===== config.mk =====
export PLATFORM = sky130hd
export DESIGN_NAME = dimmer_key_ctrl
export DESIGN_NICKNAME = d
export VERILOG_FILES = /design/src/rtl/dimmer_key_ctrl.sv
export SDC_FILE = /design/constraint.sdc
export NUM_CORES = 1
export LEC_CHECK = 0
export ABC_AREA = 1
export CORE_MARGIN = 10
export CORE_UTILIZATION = 59
export CTS_CLUSTER_SIZE = 30
export DETAILED_ROUTE_END_ITERATION = 12
export GPL_TIMING_DRIVEN = 1
export PLACE_DENSITY = 0.79
export SLEW_MARGIN = 0
export SYNTH_ARGS = -nofsm -noshare
export SYNTH_HDL_FRONTEND = slang
export SYNTH_SLANG_ARGS = --single-unit

===== constraint.sdc =====
create_clock -name clock_50 -period 3.51 [get_ports clock_50]
set_clock_uncertainty 0.1 [all_clocks]
set_input_delay 0.702 -clock clock_50 [delete_from_list [all_inputs] [get_ports clock_50]]
set_output_delay 0.702 -clock clock_50 [all_outputs]
set_load 0.05 [all_outputs]

===== src/rtl/dimmer_key_ctrl.sv =====
// dimmer_key_ctrl
//   Key front-end for the PWM dimmer. Each raw key passes through a 2-FF
//   synchroniser and a debouncer. An arbitration FSM then turns debounced
//   up/down presses into single steps with press-and-hold auto-repeat. The
//   FSM owns the saturating brightness register.
//
// Ports
//   clock_50  in   system clock
//   clr       in   synchronous reset, active-high
//   up_n      in   raw KEY0, active-low, asynchronous
//   down_n    in   raw KEY1, active-low, asynchronous
//   test      in   1 = all timings divided by TEST_DIV
//   level     out  brightness step, 0..LEVEL_MAX
//   step_up   out  one-cycle pulse per actual increment
//   step_dn   out  one-cycle pulse per actual decrement
//   at_max    out  level == LEVEL_MAX
//   at_min    out  level == 0
module dimmer_key_ctrl #(
  parameter int unsigned LEVEL_W      = 4,
  parameter int unsigned LEVEL_MAX    = 15,
  parameter int unsigned DEBOUNCE_CYC = 500000,
  parameter int unsigned HOLD_CYC     = 25000000,
  parameter int unsigned REPEAT_CYC   = 5000000,
  parameter int unsigned TEST_DIV     = 10
) (
  input  logic               clock_50,
  input  logic               clr,
  input  logic               up_n,
  input  logic               down_n,
  input  logic               test,
  output logic [LEVEL_W-1:0] level,
  output logic               step_up,
  output logic               step_dn,
  output logic               at_max,
  output logic               at_min
);

  // Counter widths sized to hold the full (undivided) thresholds.
  localparam int unsigned DB_RAW_W  = $clog2(DEBOUNCE_CYC + 1);
  localparam int unsigned DB_W      = (DB_RAW_W < 1) ? 1 : DB_RAW_W;
  localparam int unsigned TMR_MAX   = (HOLD_CYC > REPEAT_CYC) ? HOLD_CYC : REPEAT_CYC;
  localparam int unsigned TMR_RAW_W = $clog2(TMR_MAX + 1);
  localparam int unsigned TMR_W     = (TMR_RAW_W < 1) ? 1 : TMR_RAW_W;

  // Divided thresholds for test mode.
  localparam int unsigned DB_TEST   = DEBOUNCE_CYC / TEST_DIV;
  localparam int unsigned HOLD_TEST = HOLD_CYC / TEST_DIV;
  localparam int unsigned RPT_TEST  = REPEAT_CYC / TEST_DIV;

  typedef enum logic [2:0] {
    S_IDLE,
    S_UP_HOLD,
    S_UP_RPT,
    S_DN_HOLD,
    S_DN_RPT,
    S_LOCK
  } state_e;

  // Key vectors: bit 0 = up, bit 1 = down. Synchroniser and debounced
  // values use raw polarity (1 = released).
  logic [1:0]         sync1_q, sync1_d;
  logic [1:0]         sync2_q, sync2_d;
  logic [1:0]         key_db_q, key_db_d;
  logic [DB_W-1:0]    db_cnt_q [2];
  logic [DB_W-1:0]    db_cnt_d [2];

  state_e             state_q, state_d;
  logic [TMR_W-1:0]   tmr_q, tmr_d;
  logic [LEVEL_W-1:0] level_q, level_d;
  logic               step_up_q, step_up_d;
  logic               step_dn_q, step_dn_d;
  logic               at_max_q, at_max_d;
  logic               at_min_q, at_min_d;

  logic [DB_W-1:0]    db_thr;
  logic [TMR_W-1:0]   hold_thr;
  logic [TMR_W-1:0]   rpt_thr;
  logic [TMR_W:0]     tmr_inc;
  logic               hold_hit;
  logic               rpt_hit;
  logic               up_p;
  logic               dn_p;
  logic               req_up;
  logic               req_dn;

  // Effective thresholds follow test every cycle.
  always_comb begin
    db_thr   = test ? DB_W'(DB_TEST)    : DB_W'(DEBOUNCE_CYC);
    hold_thr = test ? TMR_W'(HOLD_TEST) : TMR_W'(HOLD_CYC);
    rpt_thr  = test ? TMR_W'(RPT_TEST)  : TMR_W'(REPEAT_CYC);
  end

  // Synchronisers and debouncers. A flip needs db_thr consecutive
  // disagreeing samples; any agreeing sample restarts the count.
  always_comb begin
    sync1_d  = {down_n, up_n};
    sync2_d  = sync1_q;
    key_db_d = key_db_q;
    for (int k = 0; k < 2; k++) begin
      logic [DB_W:0] db_inc;
      db_inc      = {1'b0, db_cnt_q[k]} + (DB_W + 1)'(1);
      db_cnt_d[k] = '0;
      if (sync2_q[k] != key_db_q[k]) begin
        if (db_inc >= {1'b0, db_thr}) begin
          key_db_d[k] = sync2_q[k];
        end else begin
          db_cnt_d[k] = db_cnt_q[k] + DB_W'(1);
        end
      end
    end
  end

  assign up_p = ~key_db_q[0];
  assign dn_p = ~key_db_q[1];

  // Timer compare uses one extra bit so a counter left above a freshly
  // lowered threshold still fires on the next cycle.
  assign tmr_inc  = {1'b0, tmr_q} + (TMR_W + 1)'(1);
  assign hold_hit = tmr_inc >= {1'b0, hold_thr};
  assign rpt_hit  = tmr_inc >= {1'b0, rpt_thr};

  // Arbitration FSM: step requests, hold/repeat timing, lockout.
  always_comb begin
    state_d = state_q;
    tmr_d   = tmr_q;
    req_up  = 1'b0;
    req_dn  = 1'b0;
    case (state_q)
      S_IDLE: begin
        tmr_d = '0;
        if (up_p && dn_p) begin
          state_d = S_LOCK;
        end else if (up_p) begin
          state_d = S_UP_HOLD;
          req_up  = 1'b1;
        end else if (dn_p) begin
          state_d = S_DN_HOLD;
          req_dn  = 1'b1;
        end
      end
      S_UP_HOLD, S_UP_RPT: begin
        // Release takes priority over the other key.
        if (!up_p) begin
          state_d = S_IDLE;
          tmr_d   = '0;
        end else if (dn_p) begin
          state_d = S_LOCK;
          tmr_d   = '0;
        end else if ((state_q == S_UP_HOLD) ? hold_hit : rpt_hit) begin
          state_d = S_UP_RPT;
          tmr_d   = '0;
          req_up  = 1'b1;
        end else begin
          tmr_d = tmr_q + TMR_W'(1);
        end
      end
      S_DN_HOLD, S_DN_RPT: begin
        if (!dn_p) begin
          state_d = S_IDLE;
          tmr_d   = '0;
        end else if (up_p) begin
          state_d = S_LOCK;
          tmr_d   = '0;
        end else if ((state_q == S_DN_HOLD) ? hold_hit : rpt_hit) begin
          state_d = S_DN_RPT;
          tmr_d   = '0;
          req_dn  = 1'b1;
        end else begin
          tmr_d = tmr_q + TMR_W'(1);
        end
      end
      S_LOCK: begin
        tmr_d = '0;
        if (!up_p && !dn_p) begin
          state_d = S_IDLE;
        end
      end
      default: begin
        state_d = S_IDLE;
        tmr_d   = '0;
      end
    endcase
  end

  // Saturating level register; a blocked request yields no pulse.
  always_comb begin
    level_d   = level_q;
    step_up_d = 1'b0;
    step_dn_d = 1'b0;
    if (req_up && (level_q != LEVEL_W'(LEVEL_MAX))) begin
      level_d   = level_q + LEVEL_W'(1);
      step_up_d = 1'b1;
    end else if (req_dn && (level_q != '0)) begin
      level_d   = level_q - LEVEL_W'(1);
      step_dn_d = 1'b1;
    end
    at_max_d = (level_d == LEVEL_W'(LEVEL_MAX));
    at_min_d = (level_d == '0);
  end

  always_ff @(posedge clock_50) begin
    if (clr) begin
      sync1_q   <= 2'b11;
      sync2_q   <= 2'b11;
      key_db_q  <= 2'b11;
      for (int k = 0; k < 2; k++) begin
        db_cnt_q[k] <= '0;
      end
      state_q   <= S_IDLE;
      tmr_q     <= '0;
      level_q   <= '0;
      step_up_q <= 1'b0;
      step_dn_q <= 1'b0;
      at_max_q  <= 1'b0;
      at_min_q  <= 1'b1;
    end else begin
      sync1_q   <= sync1_d;
      sync2_q   <= sync2_d;
      key_db_q  <= key_db_d;
      for (int k = 0; k < 2; k++) begin
        db_cnt_q[k] <= db_cnt_d[k];
      end
      state_q   <= state_d;
      tmr_q     <= tmr_d;
      level_q   <= level_d;
      step_up_q <= step_up_d;
      step_dn_q <= step_dn_d;
      at_max_q  <= at_max_d;
      at_min_q  <= at_min_d;
    end
  end

  assign level   = level_q;
  assign step_up = step_up_q;
  assign step_dn = step_dn_q;
  assign at_max  = at_max_q;
  assign at_min  = at_min_q;

endmodule

Word-level counts from Yosys, hierarchy flattened
Memories as Yosys holds them, arrays and structs flattened.
Index checks and enable logic that the tools add are counted.
- output and inout port bits: 8
- input bits: 5
- RAM bits: 38
- flip-flop bits (word level): 42
- memories: 1
- word-level logic and storage cells: 103
- memory list (memory ; depth ; bits a word ; rd ports ; clocked after Yosys merged registers in ; write ports ; line ; RTL):
    db_cnt_q ; 2 ; 19 ; 2 ; 0 ; 2 ; 64 ; logic [DB_W-1:0] db_cnt_q [2];
- bitwise logic cells: 4
- order comparisons: 4
- $add $sub $neg: 8
- equal/unequal tests: 13
- mux-type cells: 49
- reductions and logical operators: 13
- operator list (kind ; number):
    $mux 25 ; 7
    $mux 19 ; 7
    $pmux 25 s2 ; 1
    $add 19x1->20 const B ; 2
    $ge 20x19->1 ; 2
    $add 19x1->19 const B ; 2
    $mux 3 ; 10
    $add 25x1->26 const B ; 1
    $ge 26x23->1 ; 1
    $ge 26x25->1 ; 1
    $add 25x1->25 const B ; 1
    $mux 23 ; 1
    $mux 1 ; 18
    $ne 4x4->1 const B ; 4
    $pmux 3 s4 ; 1
    $mux 4 ; 2
    $eq 3x2->1 const B ; 2
    $eq 3x3->1 const B ; 2
    $reduce_or 2->1 ; 3
    $add 4x1->4 const B ; 1
    $eq 4x4->1 const B ; 1
    $logic_and 1x1->1 ; 4
    $logic_not 4->1 ; 1
    $pmux 1 s2 ; 2
    other kinds (10) ; 14

Longest topological paths before layout
- word-level depth: 11
- gate-level depth with buffers: 27
- gate-level depth less buffers: 27

Worst setup path after synthesis
No wires, ideal clock.
- path kind: reg2reg
- from: reg tmr_q[3]
- to: reg at_min_q, in the netlist at_min
- arrival time: 2985 ps
- path slack: 307 ps
- path buffers: 0
- period minus slack after synthesis: 3203 ps
- data required time: 3292 ps
- stages on the path, launching flop included: 28
- setup time: 118 ps
- path through: dfxtp_1 > nand2_1 > inv_1 > nand2_1 > nor2_1 > nand2_1 > nor3_1 > nand3_1 > xor2_1 > inv_1 > ha_1 > nand4_1 > nor2_1 > nand2_1 > nor2_1 > nand3_1 > nor2_1 > nand3_1 > nand4_1 > nand3_1 > nand2_1 > nand2_1 > nand2_1 > nand2_1 > nand2_1 > nor2_1 > nand2_1 > nand2_1
- cells in the longest elaborated chain, start to end: 11
- elaborated cells between the ends (all ways): 18
- classes of those cells: 1 x add/sub; 2 x order compare; 12 x mux; 3 x reduce/logical
- ends and longest elaborated chain (item ; line ; RTL):
    start, declared ; 68 ; logic [TMR_W-1:0] tmr_q, tmr_d;
    start signal, assigned ; 224 ; tmr_q <= tmr_d;
    $add 25x1->26 * ; 118 ; assign tmr_inc = {1'b0, tmr_q} + (TMR_W + 1)'(1);
    $ge 26x23->1 or $ge 26x25->1 (tied branches) ; 120, 119 ;
    $mux 1 (2 in series) ; 164 ; end else if ((state_q == S_DN_HOLD) ? hold_hit : rpt_hit) begin
    $mux 1 ; 161 ; end else if (up_p) begin
    $mux 1 ; 158 ; if (!dn_p) begin
    $pmux 1 s2 ; 128 ; case (state_q)
    $logic_and 1x1->1 ; 193 ; end else if (req_dn && (level_q != '0)) begin
    $mux 4 ; 193 ;
    $mux 4 * ; 190 ; if (req_up && (level_q != LEVEL_W'(LEVEL_MAX))) begin
    $logic_not 4->1 * ; 198 ; at_min_d = (level_d == '0);
    end signal, assigned ; 229 ; at_min_q <= at_min_d;
    end, declared ; 73 ; logic at_min_q, at_min_d;
Every way passes the cells marked *; elsewhere a longest branch is shown, timed or not.
A chain may end at the register's enable or synchronous reset.

Final worst setup path
- from: reg tmr_q[5]
- to: reg at_min_q, in the netlist at_min
Same word-level chain as after synthesis.

==> impl_metrics.json <==
{
  "grt_setup_unrepaired": "true",
  "post-route-min-period_ns": 3.34,
  "rr_startpoint": "tmr_q[5]",
  "setup_slack_ns": 0.167,
  "worst_setup_path_end_kind": "register",
  "synth_cells": 778,
  "cpMaxStageDelayCell": "dfxtp_2",
  "syn_nets": 826,
  "clock-sinks": 80,
  "finalHoldViolCount": 0,
  "cp-start-kind": "register",
  "hold_depth": 1,
  "min_from": "sync1_q[0]",
  "vias": 4994,
  "cpMostUsedCell": "nand2_1",
  "ys_types": 39,
  "final_common_cell": "nand2_1",
  "cts_tree": "built",
  "holdWs_ns": 0.315,
  "io_pins": 13,
  "wirelength_microns": 12300,
  "grt_pass1_vias": 4797,
  "clk_path_buf_depth": 2,
  "hp-class": "register to register",
  "syn_area_per_cell_sq_um": 6.67,
  "holdPathEnd": "sync2_q[0]",
  "dp_hpwl_microns": 9060,
  "timing.critical_path.buf_inv": 2,
  "drv_cap": 0,
  "max_stage_delay_ns": 0.34,
  "setup_viol": 0,
  "wl_per_cell_microns": 13.0,
  "yosysSeqAreaShare_pct": 30.9,
  "numCtsBuffers": 9,
  "overflow": 0,
  "final_cell_mix": "nand2_1 (166), nor2_1 (130), inv_1 (113)",
  "ys_warn_count": 0,
  "htreeDepth": 3,
  "grt_usage_pct": 18.5,
  "tightestPinTransition_ns": 0.678,
  "cts_hold_buf": 0,
  "coreArea_sq_mm": 0.00864,
  "worstPathRequired_ns": 3.68,
  "arrival_ns": 3.51,
  "fmax_ghz": 0.299,
  "drtPass1Iterations": 5,
  "fp-row-count": 34,
  "fp.dieH_microns": 114,
  "path_class": "register to register",
  "max-slew-margin-rel_pct": 54.5,
  "powerDensity_mw_per_mm2": 311,
  "rrSetupSlack_ns": 0.17,
  "route.detailed.drc": 0,
  "post-place-ws_ns": -0.0260,
  "clk_latency_ns": 0.37,
  "dieArea_sq_mm": 0.0130,
  "cts_root_buf": "clkbuf_8",
  "fin_crit_sh_pct": 95.2,
  "gp_congestion": 0.884,
  "grt_start_max_net_pins": 26,
  "via_per_inst": 5.26,
  "final_util_pct": 72.1,
  "ant_nets": 0,
  "grt_pass1_wl_microns": 20300,
  "reg2regPathDepth": 27,
  "syn_area_sq_mm": 0.00519,
  "antenna_found_initial": 0,
  "die_x_microns": 114,
  "p_leak_nw": 2.84,
  "ir_drop_uv": 244,
  "reg2reg_to": "at_min",
  "cpLargestDelayFamily": "simple AND/OR/NAND/NOR gates",
  "ys_ff_latch": 80,
  "final_nets": 885,
  "portBuffers": 12,
  "drt_first_iter_violations": 275,
  "syn_to_final_growth_pct": 19.9,
  "diodes": 0,
  "crit_path_max_fanout": 5,
  "status": "finished clean",
  "slew_viol_final": 0,
  "layout-drive-gt1-share_pct": 18.2,
  "fin_tns_setup_ns": 0,
  "start_util_pct": 60.1,
  "clkTransAtPathRegs_ns": 0.09,
  "power_mw": 1.93
}
[registers in the layout (all words and copies together) (netlist names), 2 cells and up]
name	cells
key_db_q	2
level	4
tmr_q	25
sync2_q	2
db_cnt_q	38
state_q	3
sync1_q	2
[stage by stage]
step                area, sq um  std cells
global route               6220        950
floorplan                  5190        778
CTS                        5850        935
detailed placement         5640        919
global placement           5640        919
finish                     6220        950
[report_power, final]
group	switching [mW]	total [mW]	internal [mW]
clock	0.372	0.706	0.334
combinational	0.193	0.290	0.0971
sequential	0.0155	0.938	0.923
total	0.580	1.93	1.35
[cells by family after synthesis]
family	after synthesis	synth area share (%)
AOI/OAI and AO/OA	55	6.17
buffers and inverters	124	9.52
and+or+nand+nor	438	36.7
adders and majority gates	43	10.4
xor gates and xnor gates	38	6.41
DFF	80	30.9
[timing repair]
| item | 4_1_cts | 5_1_grt |
|---|---|---|
| endpoints found under the setup margin | 1 | 75 |
| pin swaps | 0 | 33 |
| resized for setup | 1 | 69 |
| buffers inserted | 0 | 15 |
[layer usage]
metal,wire (microns),share of wire (%),up-vias,track usage [%]
met1,5410,44,2280,21.4
met3,567,4.6,25,4.04
li1,-,-,2573,-
met2,6110,50,116,32.4
met4,228,1.9,0,7.27
met5,0,0,-,0
[worst reg2reg max path: stages (launching register included)]
cell,delay (ns)
dfxtp_2,0.34
nand2_2,0.07
inv_2,0.05
nand2_2,0.06
nor2_4,0.12
nand2_2,0.07
nor3_2,0.20
nand3_1,0.10
xor2_1,0.21
inv_1,0.11
ha_4,0.30
nand2_1,0.07
nor3_1,0.17
nand3_1,0.09
nor2_1,0.12
nand4_1,0.11
nand2_1,0.08
nand2_1,0.08
nand3_2,0.09
nand3_1,0.09
nand2_2,0.16
nand3_2,0.11
nand2_1,0.06
nand2_1,0.06
nand2_1,0.09
nor2_1,0.05
nand2_1,0.05
nand2_1,0.04
[how the worst max path moves through the flow]
stage	cells past startpoint	slack, ns	startpoint	to
final	27	0.17	tmr_q[5]	at_min
after global routing	28	-0.12	tmr_q[3]	at_min
after CTS	17	0.02	db_cnt_q[0][0]	db_cnt_q[0][13]
after detailed placement	20	-0.03	test	at_min
after global placement	20	0.07	test	at_min
after floorplan	27	0.31	tmr_q[3]	at_min
[cells in the mapped netlist]
library cell  count  share of area (%)
dfxtp_1          80                 31
and2_1            1               0.12
o21bai_1          5               0.72
o211ai_1          1               0.14
a31oi_1           3               0.36
ha_1             43                 10
nand2_1         175                 13
o31ai_1           2               0.29
a21o_1            2               0.29
xnor2_1          16                2.7
o22ai_1           1               0.12
buf_6             3               0.65
xor2_1           22                3.7
a311oi_1          1               0.17
nor3_2            1               0.19
nor2_2           16                1.9
inv_1           115                8.3
nor3b_1           1               0.14
or2_2             5               0.60
a31o_2            1               0.17
buf_4             1               0.14
nor2_1          137                9.9
nor4_1            1               0.12
nand3b_1          4               0.58
nand2_2           2               0.24
nand4_2           1               0.24
clkbuf_1          1              0.072
inv_2             2               0.14
a21oi_1          24                2.3
nand3_1          67                6.5
nand4_1          13                1.6
a211o_1           2               0.34
nand3b_2          1               0.22
o21ai_1           1              0.096
nor3_1            9               0.87
nor2_4            3               0.65
buf_2             2               0.19
o21ai_0          12                1.2
nand3_2           1               0.19
[cell type report]
class                           instances  area (sq um)
Clock buffer                            9           124
Inverter                              117           439
Sequential cell                        80          1620
Timing Repair Buffer                   55           480
Clock inverter                          7          80.1
Fill cell                             686          2410
Tap cell                              108           135
Multi-Input combinational cell        574          3340
No activity file was read; power rests on OpenSTA's default activity.
